**src/rtl/histogram_engine_if.sv**
```systemverilog
// ---------------------------------------------------------------------------
// histogram_engine_if
// Word-oriented JTAG master bus shared by the histogram engine and the
// JTAG-to-Avalon bridge.
//   m_addr      : word address            (master -> slave)
//   m_read      : 1-cycle read strobe     (master -> slave)
//   m_write     : 1-cycle write strobe    (master -> slave)
//   m_writedata : write data              (master -> slave)
//   s_readdata  : read data, held         (slave -> master)
//   s_readvalid : read data qualifier     (slave -> master)
// ---------------------------------------------------------------------------
interface histogram_engine_if;
   logic [31:0] m_addr;
   logic        m_read;
   logic        m_write;
   logic [31:0] m_writedata;
   logic [31:0] s_readdata;
   logic        s_readvalid;

   modport master (output m_addr, m_read, m_write, m_writedata,
                   input  s_readdata, s_readvalid);
   modport slave  (input  m_addr, m_read, m_write, m_writedata,
                   output s_readdata, s_readvalid);
endinterface

```
**src/rtl/histogram_engine.sv**
```systemverilog
// ---------------------------------------------------------------------------
// histogram_engine
// Streaming histogram: each accepted sample is classified against NUM_BINS-1
// programmable thresholds and the matching bin counter in an internal count
// RAM is incremented through a read-modify-write pipeline with forwarding.
// A clear sequencer (IDLE -> DRAIN -> CLEAR) zeroes the RAM on request.
// Ports:
//   clk         : system clock
//   rst         : asynchronous active-low reset
//   value_valid : sample qualifier
//   value       : unsigned sample, DATA_W bits
//   bus         : JTAG word bus (slave modport), registers and count readout
//   busy        : clear sequence in progress
// Optional feature: define HIST_DROP_CNT_EN to add a 32-bit saturating
// counter of rejected samples at word 0x202 (reads 0 when undefined).
// ---------------------------------------------------------------------------
module histogram_engine #(
   parameter int NUM_BINS = 8,
   parameter int DATA_W   = 32,
   parameter int COUNT_W  = 32
) (
   input  logic              clk,
   input  logic              rst,
   input  logic              value_valid,
   input  logic [DATA_W-1:0] value,
   histogram_engine_if.slave bus,
   output logic              busy
);
   localparam int BIN_W = $clog2(NUM_BINS);
   localparam int CW    = BIN_W + 1;

   typedef enum logic [1:0] {ST_IDLE = 2'd0, ST_DRAIN = 2'd1, ST_CLEAR = 2'd2} state_t;

   // saturating increment used by the write-back stage
   function automatic logic [COUNT_W-1:0] sat_inc(input logic [COUNT_W-1:0] c);
      return (c == {COUNT_W{1'b1}}) ? c : c + COUNT_W'(1);
   endfunction

   state_t              r_state, w_state_nxt;
   logic [CW-1:0]       r_fsm_cnt;
   logic                r_busy;
   logic                r_enable;
   logic [DATA_W-1:0]   r_thr [NUM_BINS-1];
   logic [COUNT_W-1:0]  r_ram [NUM_BINS];
   logic                r_s0_vld, r_s1_vld;
   logic [BIN_W-1:0]    r_s0_bin, r_s1_bin;
   logic [COUNT_W-1:0]  r_s1_cnt;
   logic                r_rd_vld, r_readvalid;
   logic [31:0]         r_rd_data, r_readdata;

   logic                w_idle, w_clr_we, w_clr_req, w_accept;
   logic [BIN_W-1:0]    w_bin, w_idx, w_clr_idx;
   logic [COUNT_W-1:0]  w_s1_inc, w_fwd_cnt, w_cnt_view;
   logic                w_thr_sel, w_cnt_sel, w_ctrl_sel, w_stat_sel, w_drop_sel;
   logic [31:0]         w_rd_mux, w_drop;

   // address decode; bins are word-aligned so the low bits index directly
   assign w_idx      = bus.m_addr[BIN_W-1:0];
   assign w_thr_sel  = (bus.m_addr < 32'(NUM_BINS - 1));
   assign w_cnt_sel  = (bus.m_addr >= 32'h0000_0100) && (bus.m_addr < 32'(256 + NUM_BINS));
   assign w_ctrl_sel = (bus.m_addr == 32'h0000_0200);
   assign w_stat_sel = (bus.m_addr == 32'h0000_0201);
   assign w_drop_sel = (bus.m_addr == 32'h0000_0202);

   assign w_clr_req  = bus.m_write && w_ctrl_sel && bus.m_writedata[1] && w_idle;
   assign w_accept   = value_valid && r_enable && w_idle;
   assign w_clr_idx  = r_fsm_cnt[BIN_W-1:0];

   // write-back value, and the S1 read with forwarding of the in-flight write
   assign w_s1_inc   = sat_inc(r_s1_cnt);
   assign w_fwd_cnt  = (r_s1_vld && (r_s1_bin == r_s0_bin)) ? w_s1_inc : r_ram[r_s0_bin];
   assign w_cnt_view = (r_s1_vld && (r_s1_bin == w_idx)) ? w_s1_inc : r_ram[w_idx];

   assign busy            = r_busy;
   assign bus.s_readdata  = r_readdata;
   assign bus.s_readvalid = r_readvalid;

`ifdef HIST_DROP_CNT_EN
   logic [31:0] r_drop;

   // rejected-sample counter, restarted by a clear request
   always_ff @(posedge clk or negedge rst) begin
      if (!rst) begin
         r_drop <= 32'd0;
      end else if (w_clr_req) begin
         r_drop <= 32'd0;
      end else if (value_valid && !w_accept && (r_drop != 32'hFFFF_FFFF)) begin
         r_drop <= r_drop + 32'd1;
      end
   end
   assign w_drop = r_drop;
`else
   assign w_drop = 32'd0;
`endif

   // bin = number of thresholds the sample meets or exceeds (order-agnostic)
   always_comb begin
      w_bin = '0;
      for (int i = 0; i < NUM_BINS - 1; i++) begin
         if (value >= r_thr[i]) w_bin = w_bin + BIN_W'(1);
         else                   w_bin = w_bin;
      end
   end

   // clear FSM: state register, phase counter and registered busy flag
   always_ff @(posedge clk or negedge rst) begin
      if (!rst) begin
         r_state   <= ST_IDLE;
         r_fsm_cnt <= '0;
         r_busy    <= 1'b0;
      end else begin
         r_state   <= w_state_nxt;
         r_fsm_cnt <= (w_state_nxt != r_state) ? CW'(0) : r_fsm_cnt + CW'(1);
         r_busy    <= (w_state_nxt != ST_IDLE);
      end
   end

   // clear FSM: next state (DRAIN lasts 2 cycles, CLEAR one cycle per bin)
   always_comb begin
      w_state_nxt = r_state;
      case (r_state)
         ST_IDLE:  if (w_clr_req) w_state_nxt = ST_DRAIN; else w_state_nxt = ST_IDLE;
         ST_DRAIN: if (r_fsm_cnt == CW'(1)) w_state_nxt = ST_CLEAR; else w_state_nxt = ST_DRAIN;
         ST_CLEAR: if (r_fsm_cnt == CW'(NUM_BINS - 1)) w_state_nxt = ST_IDLE; else w_state_nxt = ST_CLEAR;
         default:  w_state_nxt = ST_IDLE;
      endcase
   end

   // clear FSM: state decode
   always_comb begin
      w_idle   = 1'b0;
      w_clr_we = 1'b0;
      case (r_state)
         ST_IDLE:  w_idle   = 1'b1;
         ST_CLEAR: w_clr_we = 1'b1;
         default: begin
            w_idle   = 1'b0;
            w_clr_we = 1'b0;
         end
      endcase
   end

   // threshold and enable registers
   always_ff @(posedge clk or negedge rst) begin
      if (!rst) begin
         r_enable <= 1'b0;
         for (int i = 0; i < NUM_BINS - 1; i++) r_thr[i] <= DATA_W'(i + 1) << (DATA_W - BIN_W);
      end else if (bus.m_write) begin
         if (w_thr_sel) r_thr[w_idx] <= DATA_W'(bus.m_writedata);
         if (w_ctrl_sel) r_enable <= bus.m_writedata[0];
      end
   end

   // S0 classification and S1 count read
   always_ff @(posedge clk or negedge rst) begin
      if (!rst) begin
         r_s0_vld <= 1'b0;
         r_s0_bin <= '0;
         r_s1_vld <= 1'b0;
         r_s1_bin <= '0;
         r_s1_cnt <= '0;
      end else begin
         r_s0_vld <= w_accept;
         r_s0_bin <= w_bin;
         r_s1_vld <= r_s0_vld;
         r_s1_bin <= r_s0_bin;
         r_s1_cnt <= w_fwd_cnt;
      end
   end

   // count RAM: clear sequencer wins; the pipeline is empty while clearing
   always_ff @(posedge clk) begin
      if (w_clr_we)      r_ram[w_clr_idx] <= '0;
      else if (r_s1_vld) r_ram[r_s1_bin]  <= w_s1_inc;
   end

   // read data mux; counts read as 0 while the clear sequence runs
   always_comb begin
      w_rd_mux = 32'd0;
      if (w_thr_sel) begin
         w_rd_mux = 32'(r_thr[w_idx]);
      end else if (w_cnt_sel) begin
         if (r_busy) w_rd_mux = 32'd0;
         else        w_rd_mux = 32'(w_cnt_view);
      end else if (w_ctrl_sel) begin
         w_rd_mux = {31'd0, r_enable};
      end else if (w_stat_sel) begin
         w_rd_mux = {31'd0, r_busy};
      end else if (w_drop_sel) begin
         w_rd_mux = w_drop;
      end else begin
         w_rd_mux = 32'd0;
      end
   end

   // two-stage read return; data captured before a same-cycle write lands
   always_ff @(posedge clk or negedge rst) begin
      if (!rst) begin
         r_rd_vld    <= 1'b0;
         r_rd_data   <= 32'd0;
         r_readvalid <= 1'b0;
         r_readdata  <= 32'd0;
      end else begin
         r_rd_vld    <= bus.m_read;
         r_readvalid <= r_rd_vld;
         if (bus.m_read) r_rd_data  <= w_rd_mux;
         if (r_rd_vld)   r_readdata <= r_rd_data;
      end
   end
endmodule

```
**src/flat_wrapper.sv**
```systemverilog
// flat-port wrapper written by rule: the top's interface ports become plain ports
module histogram_engine_flat 
#(
   parameter int NUM_BINS = 8,
   parameter int DATA_W   = 32,
   parameter int COUNT_W  = 32
)
  (clk, rst, value_valid, value, busy, bus_m_addr, bus_m_read, bus_m_write, bus_m_writedata, bus_s_readdata, bus_s_readvalid);
  histogram_engine_if bus_i ();
  input  logic clk;
  input  logic rst;
  input  logic value_valid;
  input  logic [DATA_W-1:0] value;
  output logic busy;
  input wire logic [$bits(bus_i.m_addr)-1:0] bus_m_addr;
  input wire logic [$bits(bus_i.m_read)-1:0] bus_m_read;
  input wire logic [$bits(bus_i.m_write)-1:0] bus_m_write;
  input wire logic [$bits(bus_i.m_writedata)-1:0] bus_m_writedata;
  output wire logic [$bits(bus_i.s_readdata)-1:0] bus_s_readdata;
  output wire logic [$bits(bus_i.s_readvalid)-1:0] bus_s_readvalid;
  assign bus_i.m_addr = bus_m_addr;
  assign bus_i.m_read = bus_m_read;
  assign bus_i.m_write = bus_m_write;
  assign bus_i.m_writedata = bus_m_writedata;
  assign bus_s_readdata = bus_i.s_readdata;
  assign bus_s_readvalid = bus_i.s_readvalid;
  histogram_engine #(.NUM_BINS(NUM_BINS), .DATA_W(DATA_W), .COUNT_W(COUNT_W)) u_core (.clk(clk), .rst(rst), .value_valid(value_valid), .value(value), .bus(bus_i), .busy(busy));
endmodule
```
**config.mk**
```make
export PLATFORM = sky130hd
export DESIGN_NAME = histogram_engine_flat
export DESIGN_NICKNAME = d
export VERILOG_FILES = /design/src/rtl/histogram_engine_if.sv /design/src/rtl/histogram_engine.sv /design/src/flat_wrapper.sv
export SDC_FILE = /design/constraint.sdc
export NUM_CORES = 1
export LEC_CHECK = 0
export BUFFER_PORTS_ARGS = -buffer_cell sky130_fd_sc_hd__buf_2
export CELL_PAD_IN_SITES_DETAIL_PLACEMENT = 2
export CELL_PAD_IN_SITES_GLOBAL_PLACEMENT = 2
export CORE_ASPECT_RATIO = 1.1
export CORE_UTILIZATION = 39
export CTS_BUF_LIST = sky130_fd_sc_hd__clkbuf_8 sky130_fd_sc_hd__clkbuf_16
export DETAILED_ROUTE_END_ITERATION = 16
export PLACE_DENSITY = 0.73
export SLEW_MARGIN = 20
export SYNTH_ARGS = -nofsm -noshare
export SYNTH_HDL_FRONTEND = slang
export SYNTH_SLANG_ARGS = --single-unit
```
**constraint.sdc**
```tcl
create_clock -name clk -period 7.2 [get_ports clk]
set_input_delay 0.72 -clock clk [delete_from_list [all_inputs] [get_ports clk]]
set_output_delay 0.72 -clock clk [all_outputs]
set_load 0.005 [all_outputs]
```
==> summary.md, run 1 <==
| Metric | Value |
|---|---|
| PnR worst setup slack | `2080 ps` |
| Max-slew violation count | `0` |
| Pre-antenna DRT Iters | `11` |
| Crit path kind | `reg -> reg` |
| Routed WL per cell | `31.1 um` |
| Leak | `14.2 nW` |
| Detailed Route Iter0 Violations | `1494` |
| Register-to-Register Path Depth | `22` |
| Pwr Density | `226 nW/um2` |
| Data required, critical path | `7690 ps` |
| Cell Rows | `109` |
| Final Critical Period | `5120 ps` |
| Post-CTS sizing | `0` |
| Initial Util | `39.6%` |
| H-tree level count | `3` |
| Distinct cells, synth | `73` |
| Total number of vias | `23980` |
| Worst slew margin | `20.3%` |
| Initial antenna violation count | `13` |
| Flip-flop and latch area | `16200 um2` |
| Worst r2r dst | `u_core.r_s0_bin[2]` |
| TritonCTS clock tree | `yes` |
| Area occupied by multi-input gates | `14500 um2` |
| DPL Wire Length | `83.4 mm` |
| Clk_lat worst skew | `640 ps` |
| Setup slack at placement | `1590 ps` |
| Post-CTS Hold Buffers | `0` |
| Clock Skew | `27.5 ps` |
| Predominant post-synthesis flop cell | `dfrtp_1` |
| Vias in the first global route | `27233` |
| Worst Tran Pin Value | `1180 ps` |
| Final-report hold violation count | `0` |
| CP endpoint kind | `flip-flop` |
| Outcome | `finished, violations left` |
| CP Launch Type | `flip-flop` |
| Max Root-Sink Buffers | `3` |
| Die Area | `83200 um2` |
| Layout cells sized above 1 | `23.7%` |
| WP data arrival | `5610 ps` |
| GRT Total Usage | `29.6%` |
| Remaining routing DRC violations | `4` |
| IO Count | `135` |
| Num CTS Buffers | `70` |
| Synth Area per Inst | `12.0 um2` |
| Grt total ovfl | `0` |
| Worst vdd ir | `0.150 mV` |
| Setup tns final | `0 ps` |
| RSZ-0062 raised after global routing | `false` |
| Die width | `275 um` |
| Yosys top cell area share | `25.5%` |
| Area leader, netlist | `dfrtp_1` |
| Sink Count | `594` |
| Antenna-violating nets left | `0` |
| Sequential share of the synthesized area | `50.5%` |
| Vias per cell | `6.13` |
| Max_cap viols | `0` |
| Root Buffer Master | `clkbuf_16` |
| Failing checks | `design-rule violations` |
| CTS clock-pin slew for the worst setup and hold paths | `60 ps` |
| Die height | `302 um` |
| Hold Path Class | `in -> async` |
| Syn_nets | `3006` |
| Reg2Reg Setup Slack | `2080 ps` |
| YS warnings | `0` |
| Final Wtd Congestion | `0.940` |
| Fill cells | `8116` |
| Placed insts | `3786` |
| Synth area leaders | `dfrtp_1 (26%), edfxtp_1 (24%), mux2_2 (9.5%), ha_1 (9.1%), mux4_2 (4.6%)` |
| Final setup vio count | `0` |
| Hold WS | `104 ps` |
| Tcrit/Tclk final | `71.1%` |
| Total routed wirelength | `122 mm` |
| Syn-to-layout area delta | `13.6%` |
| Ys async rst share | `56.9%` |
| Largest net degree at the start of global routing | `141` |
| Flops & latches, synth | `594` |
| Synthesized cell area | `32000 um2` |
| Max frequency | `0.195 GHz` |
| Critical path peak fanout | `3` |
| Number of port buffers | `134` |
| Setup Buffers After CTS | `0` |
| First-pass GRT wire length | `180 mm` |
| Nets@finish | `3138` |
| Post-Layout Cell Count | `3915` |
| Reg-to-reg critical path startpoint | `u_core.r_thr[201]` |
| Setup crit start | `u_core.r_thr[201]` |
| Mapped Cells | `2672` |
| Final core utilization | `45.0%` |
| Number of synthesized flops with an enable pin | `256` |
| Core ar. | `80700 um2` |
==> layer usage <==
metal	wire, um	up-vias	share of wire [%]	GRT usage, %
met1	48700	12753	40	35.7
met3	5130	275	4.2	4.00
met2	62400	659	51	52.5
li1	-	10279	-	-
met4	5230	14	4.3	12.8
met5	96	-	0.079	0
==> registers in the layout, indices dropped and copies added, names as in the netlist, 2 cells and up <==
signal	flops
u_core.r_ram	256
u_core.r_thr	224
u_core.bus.s_readdata	32
u_core.r_rd_data	32
u_core.r_s1_cnt	32
u_core.r_fsm_cnt	4
u_core.r_s0_bin	3
u_core.r_s1_bin	3
u_core.r_state	2
==> power breakdown <==
part / internal [mW] / switching (mW) / total [mW]
Clock: 2.12 / 1.52 / 3.64
Sequential: 3.54 / 0.0776 / 3.62
Combinational: 0.364 / 0.585 / 0.949
Total: 6.02 / 2.18 / 8.20
==> worst max-delay path, stage by stage (launching register included) <==
cell	delay (ps)
dfrtp_1	360
inv_1	60
ha_1	290
a21o_1	120
a21o_1	110
a21oi_1	70
o21ai_0	750
a21oi_1	200
and4_1	260
ha_1	350
xnor2_2	270
ha_1	290
inv_1	70
o21ai_0	130
ha_1	340
nor2_1	110
nor2_1	50
ha_1	280
inv_1	50
o22ai_1	220
ha_1	180
nand2_1	50
xnor3_1	380
==> cell usage after synthesis (44+ instances only) <==
library cell / count
o21ai_0: 100
a21o_1: 49
nand4_1: 44
o22ai_1: 159
ha_1: 233
edfxtp_1: 256
mux4_2: 65
clkbuf_1: 79
inv_1: 241
nand2_1: 127
mux2_2: 269
nor2_1: 143
dfrtp_1: 326
a21oi_1: 97
==> metrics by stage <==
stage / power (mW) / cell area (um2)
CTS: 8.27 / 36300
finish: 8.20 / 36300
global placement: 4.58 / 34000
detailed placement: 4.63 / 34000
floorplan: 4.23 / 32000
global route: 8.44 / 36300
==> placed cells by master (no fill, tap or decap), types with 71 or more instances in the layout <==
cell	n
a21oi_1	97
buf_2	132
clkbuf_16	71
dfrtp_1	322
edfxtp_1	256
ha_1	233
inv_1	256
mux2_2	269
nand2_1	117
nor2_1	135
o21ai_0	100
o22ai_1	159
==> worst max-delay path by stage <==
stage                         endpoint  slack, ps
finish              u_core.r_s0_bin[2]       2080
global route        u_core.r_s0_bin[2]       1740
CTS                 u_core.r_s0_bin[2]       2140
detailed placement  u_core.r_s0_bin[2]       1590
global placement    u_core.r_s0_bin[2]       1770
floorplan           u_core.r_s0_bin[2]       2390
==> cell families (layout without fill, tap and decap cells) <==
logic type	count (synthesis)	count (layout)	synth area share (%)
compound gates	550	550	11.2
xor+xnor	47	47	1.43
fa+ha+maj	233	233	9.11
buf+inv	368	555	4.41
flops	594	594	50.5
mux	388	388	15.8
other cells	0	2	0
simple gates	492	492	7.52
==> area by class of cell <==
type,count,area share (%)
Multi-Input combinational cell,1710,39.9
Tap cell,1054,3.63
Inverter,241,2.49
Clock buffer,80,5.23
Clock inverter,47,1.22
Antenna cell,2,0.0138
Sequential cell,594,44.5
Timing Repair Buffer,187,3.01
Note: power is estimated with default switching activity, not from simulation.
==> run 2: changes to the inputs <==
==> constraint.sdc (replaced) <==
create_clock -name clk -period 5 [get_ports clk]
set_input_delay 0.5 -clock clk [delete_from_list [all_inputs] [get_ports clk]]
set_output_delay 0.5 -clock clk [all_outputs]
set_load 0.005 [all_outputs]
==> summary.md, run 2 (synthesis results as in run 1) <==
| Metric | Value |
|---|---|
| Flip-flop and latch area | `16200 um2` |
| Routed WL per cell | `31.0 um` |
| Most frequent cells in the layout | `dfrtp_1 (322), mux2_2 (269), inv_1 (257)` |
| Final Wtd Congestion | `0.925` |
| Worst slew margin | `30.8%` |
| CP endpoint kind | `flip-flop` |
| Layout cells sized above 1 | `24.9%` |
| Largest net degree at the start of global routing | `110` |
| Vias per cell | `6.08` |
| Crit path kind | `reg -> reg` |
| Sink Count | `594` |
| Final setup vio count | `0` |
| Setup tns final | `0 ps` |
| Reg2Reg Setup Slack | `220 ps` |
| DPL Wire Length | `84.1 mm` |
| WP data arrival | `5250 ps` |
| Hold WS | `125 ps` |
| Total power | `12.0 mW` |
| Leak | `14.4 nW` |
| H-tree level count | `3` |
| Final Critical Period | `4780 ps` |
| Die width | `275 um` |
| Largest registers | `u_core.r_ram x256, u_core.r_thr x224` |
| Failing checks | `design-rule violations` |
| Vias in the first global route | `27064` |
| Grt total ovfl | `0` |
| GRT Total Usage | `29.7%` |
| CTS clock-pin slew for the worst setup and hold paths | `60 ps` |
| Max Root-Sink Buffers | `3` |
| Critical path peak fanout | `3` |
| Total number of vias | `24010` |
| Fill cells | `8112` |
| First-pass GRT wire length | `181 mm` |
| Root Buffer Master | `clkbuf_16` |
| Detailed Route Iter0 Violations | `1415` |
| Post-route cell area | `36800 um2` |
| Worst Tran Pin Value | `1040 ps` |
| Core ar. | `80700 um2` |
| Clock Skew | `34.9 ps` |
| Cell Rows | `109` |
| Remaining routing DRC violations | `4` |
| IO Count | `135` |
| Area occupied by multi-input gates | `14600 um2` |
| Antenna-violating nets left | `0` |
| Total routed wirelength | `123 mm` |
| Die height | `302 um` |
| Max reg flops | `256` |
| Max_cap viols | `0` |
| Final-report hold violation count | `0` |
| Syn-to-layout area delta | `15.0%` |
| Commonest non-fill, non-tap cell in the layout | `dfrtp_1` |
| Max frequency | `0.209 GHz` |
| Initial antenna violation count | `7` |
| Initial Util | `39.6%` |
| Max-slew violation count | `0` |
| Nets@finish | `3173` |
| Clk_lat worst skew | `630 ps` |
| Outcome | `finished, violations left` |
| CP Launch Type | `flip-flop` |
| TritonCTS clock tree | `yes` |
| Reg with most FFs | `u_core.r_ram` |
| Pre-antenna DRT Iters | `13` |
| Data required, critical path | `5470 ps` |
| Num CTS Buffers | `69` |
| Pwr Density | `326 nW/um2` |
| Number of port buffers | `134` |
| Worst vdd ir | `0.261 mV` |
| Tcrit/Tclk final | `95.6%` |
| Hold Path Class | `in -> reg` |
| DP Area | `34300 um2` |
| Die Area | `83200 um2` |
==> run 2: cell types whose count changed in the layout (fill, tap and decap cells not counted), moves of 2 or more <==
cell / previous run / this run
buf_12: 1 / 9
buf_4: 53 / 80
bufinv_16: 6 / 10
clkbuf_8: 9 / 6
clkinv_8: 4 / 1
diode_2: 2 / 4
o21ai_0: 100 / 95
o21ai_1: 4 / 7
o21ai_2: 2 / 4
==> run 2: metal layers <==
metal / wire length (um) / track usage [%]
met3: 5450 / 3.87
met5: 27 / 0
met2: 62000 / 52.0
met1: 49800 / 36.7
met4: 5330 / 12.3
==> run 2: power by group <==
part           switching [mW]  internal (mW)
clock network            2.20           3.17
registers               0.246           5.09
logic                   0.735          0.560
==> run 2: stage by stage <==
step | utilization [%] | std cells | setup WS, ps
2_1_floorplan | - | 2672 | 412
3_3_place_gp | 42.5 | 3818 | -221
3_5_place_dp | 42.5 | 3818 | -328
4_1_cts | 45.5 | 3945 | 8.99
5_1_grt | 45.6 | 3950 | -45.7
6_report | 45.6 | 3952 | 222
==> run 2: critical path: stages (launching register included) <==
cell and delay (ps):
dfrtp_1 390, inv_1 60, ha_1 290, a21o_1 190, a21o_1 170, a21o_1 170
a21oi_1 160, nor2b_1 70, o21ai_1 170, nand2b_1 120, a211oi_2 250, and3_1 190
ha_1 260, xnor2_2 160, ha_1 280, inv_1 60, o21ai_2 170, ha_4 220
nor2_1 110, nor2_1 60, ha_1 280, inv_1 70, o22ai_2 90, ha_1 200
nand2_1 60, xnor3_1 390
==> run 2: worst paths after layout <==
kind / startpoint / to / cells after the start
worst max-delay path: u_core.r_thr[185] / u_core.r_s0_bin[2] / 25
worst min-delay path: value_valid / u_core.r_s0_vld / 3
worst max register to register: u_core.r_thr[185] / u_core.r_s0_bin[2] / 25
worst min register to register: u_core.r_s0_vld / u_core.r_s1_vld / 0
max in group asynchronous: rst / u_core.r_thr[55] / 3
min in group asynchronous: rst / u_core.r_thr[94] / 2
==> run 2: final cells by class <==
cell class | instances | area share, %
diodes | 4 | 0.0272
clock inverters | 50 | 1.44
well taps | 1054 | 3.58
multi-input cells | 1710 | 39.6
inverters | 241 | 2.46
repair buffers | 223 | 3.99
clock buffers | 76 | 4.99
flip-flops and latches | 594 | 43.9
==> run 2: timing repair <==
item / 4_1_cts / 5_1_grt
cloned: 0 / 0
buffers inserted: 0 / 3
pin swaps: 0 / 4
endpoints found under the hold margin: 11 / 0
hold buffers: 1 / 0
gates resized for setup: 1 / 13
setup endpoints to repair: 2 / 2
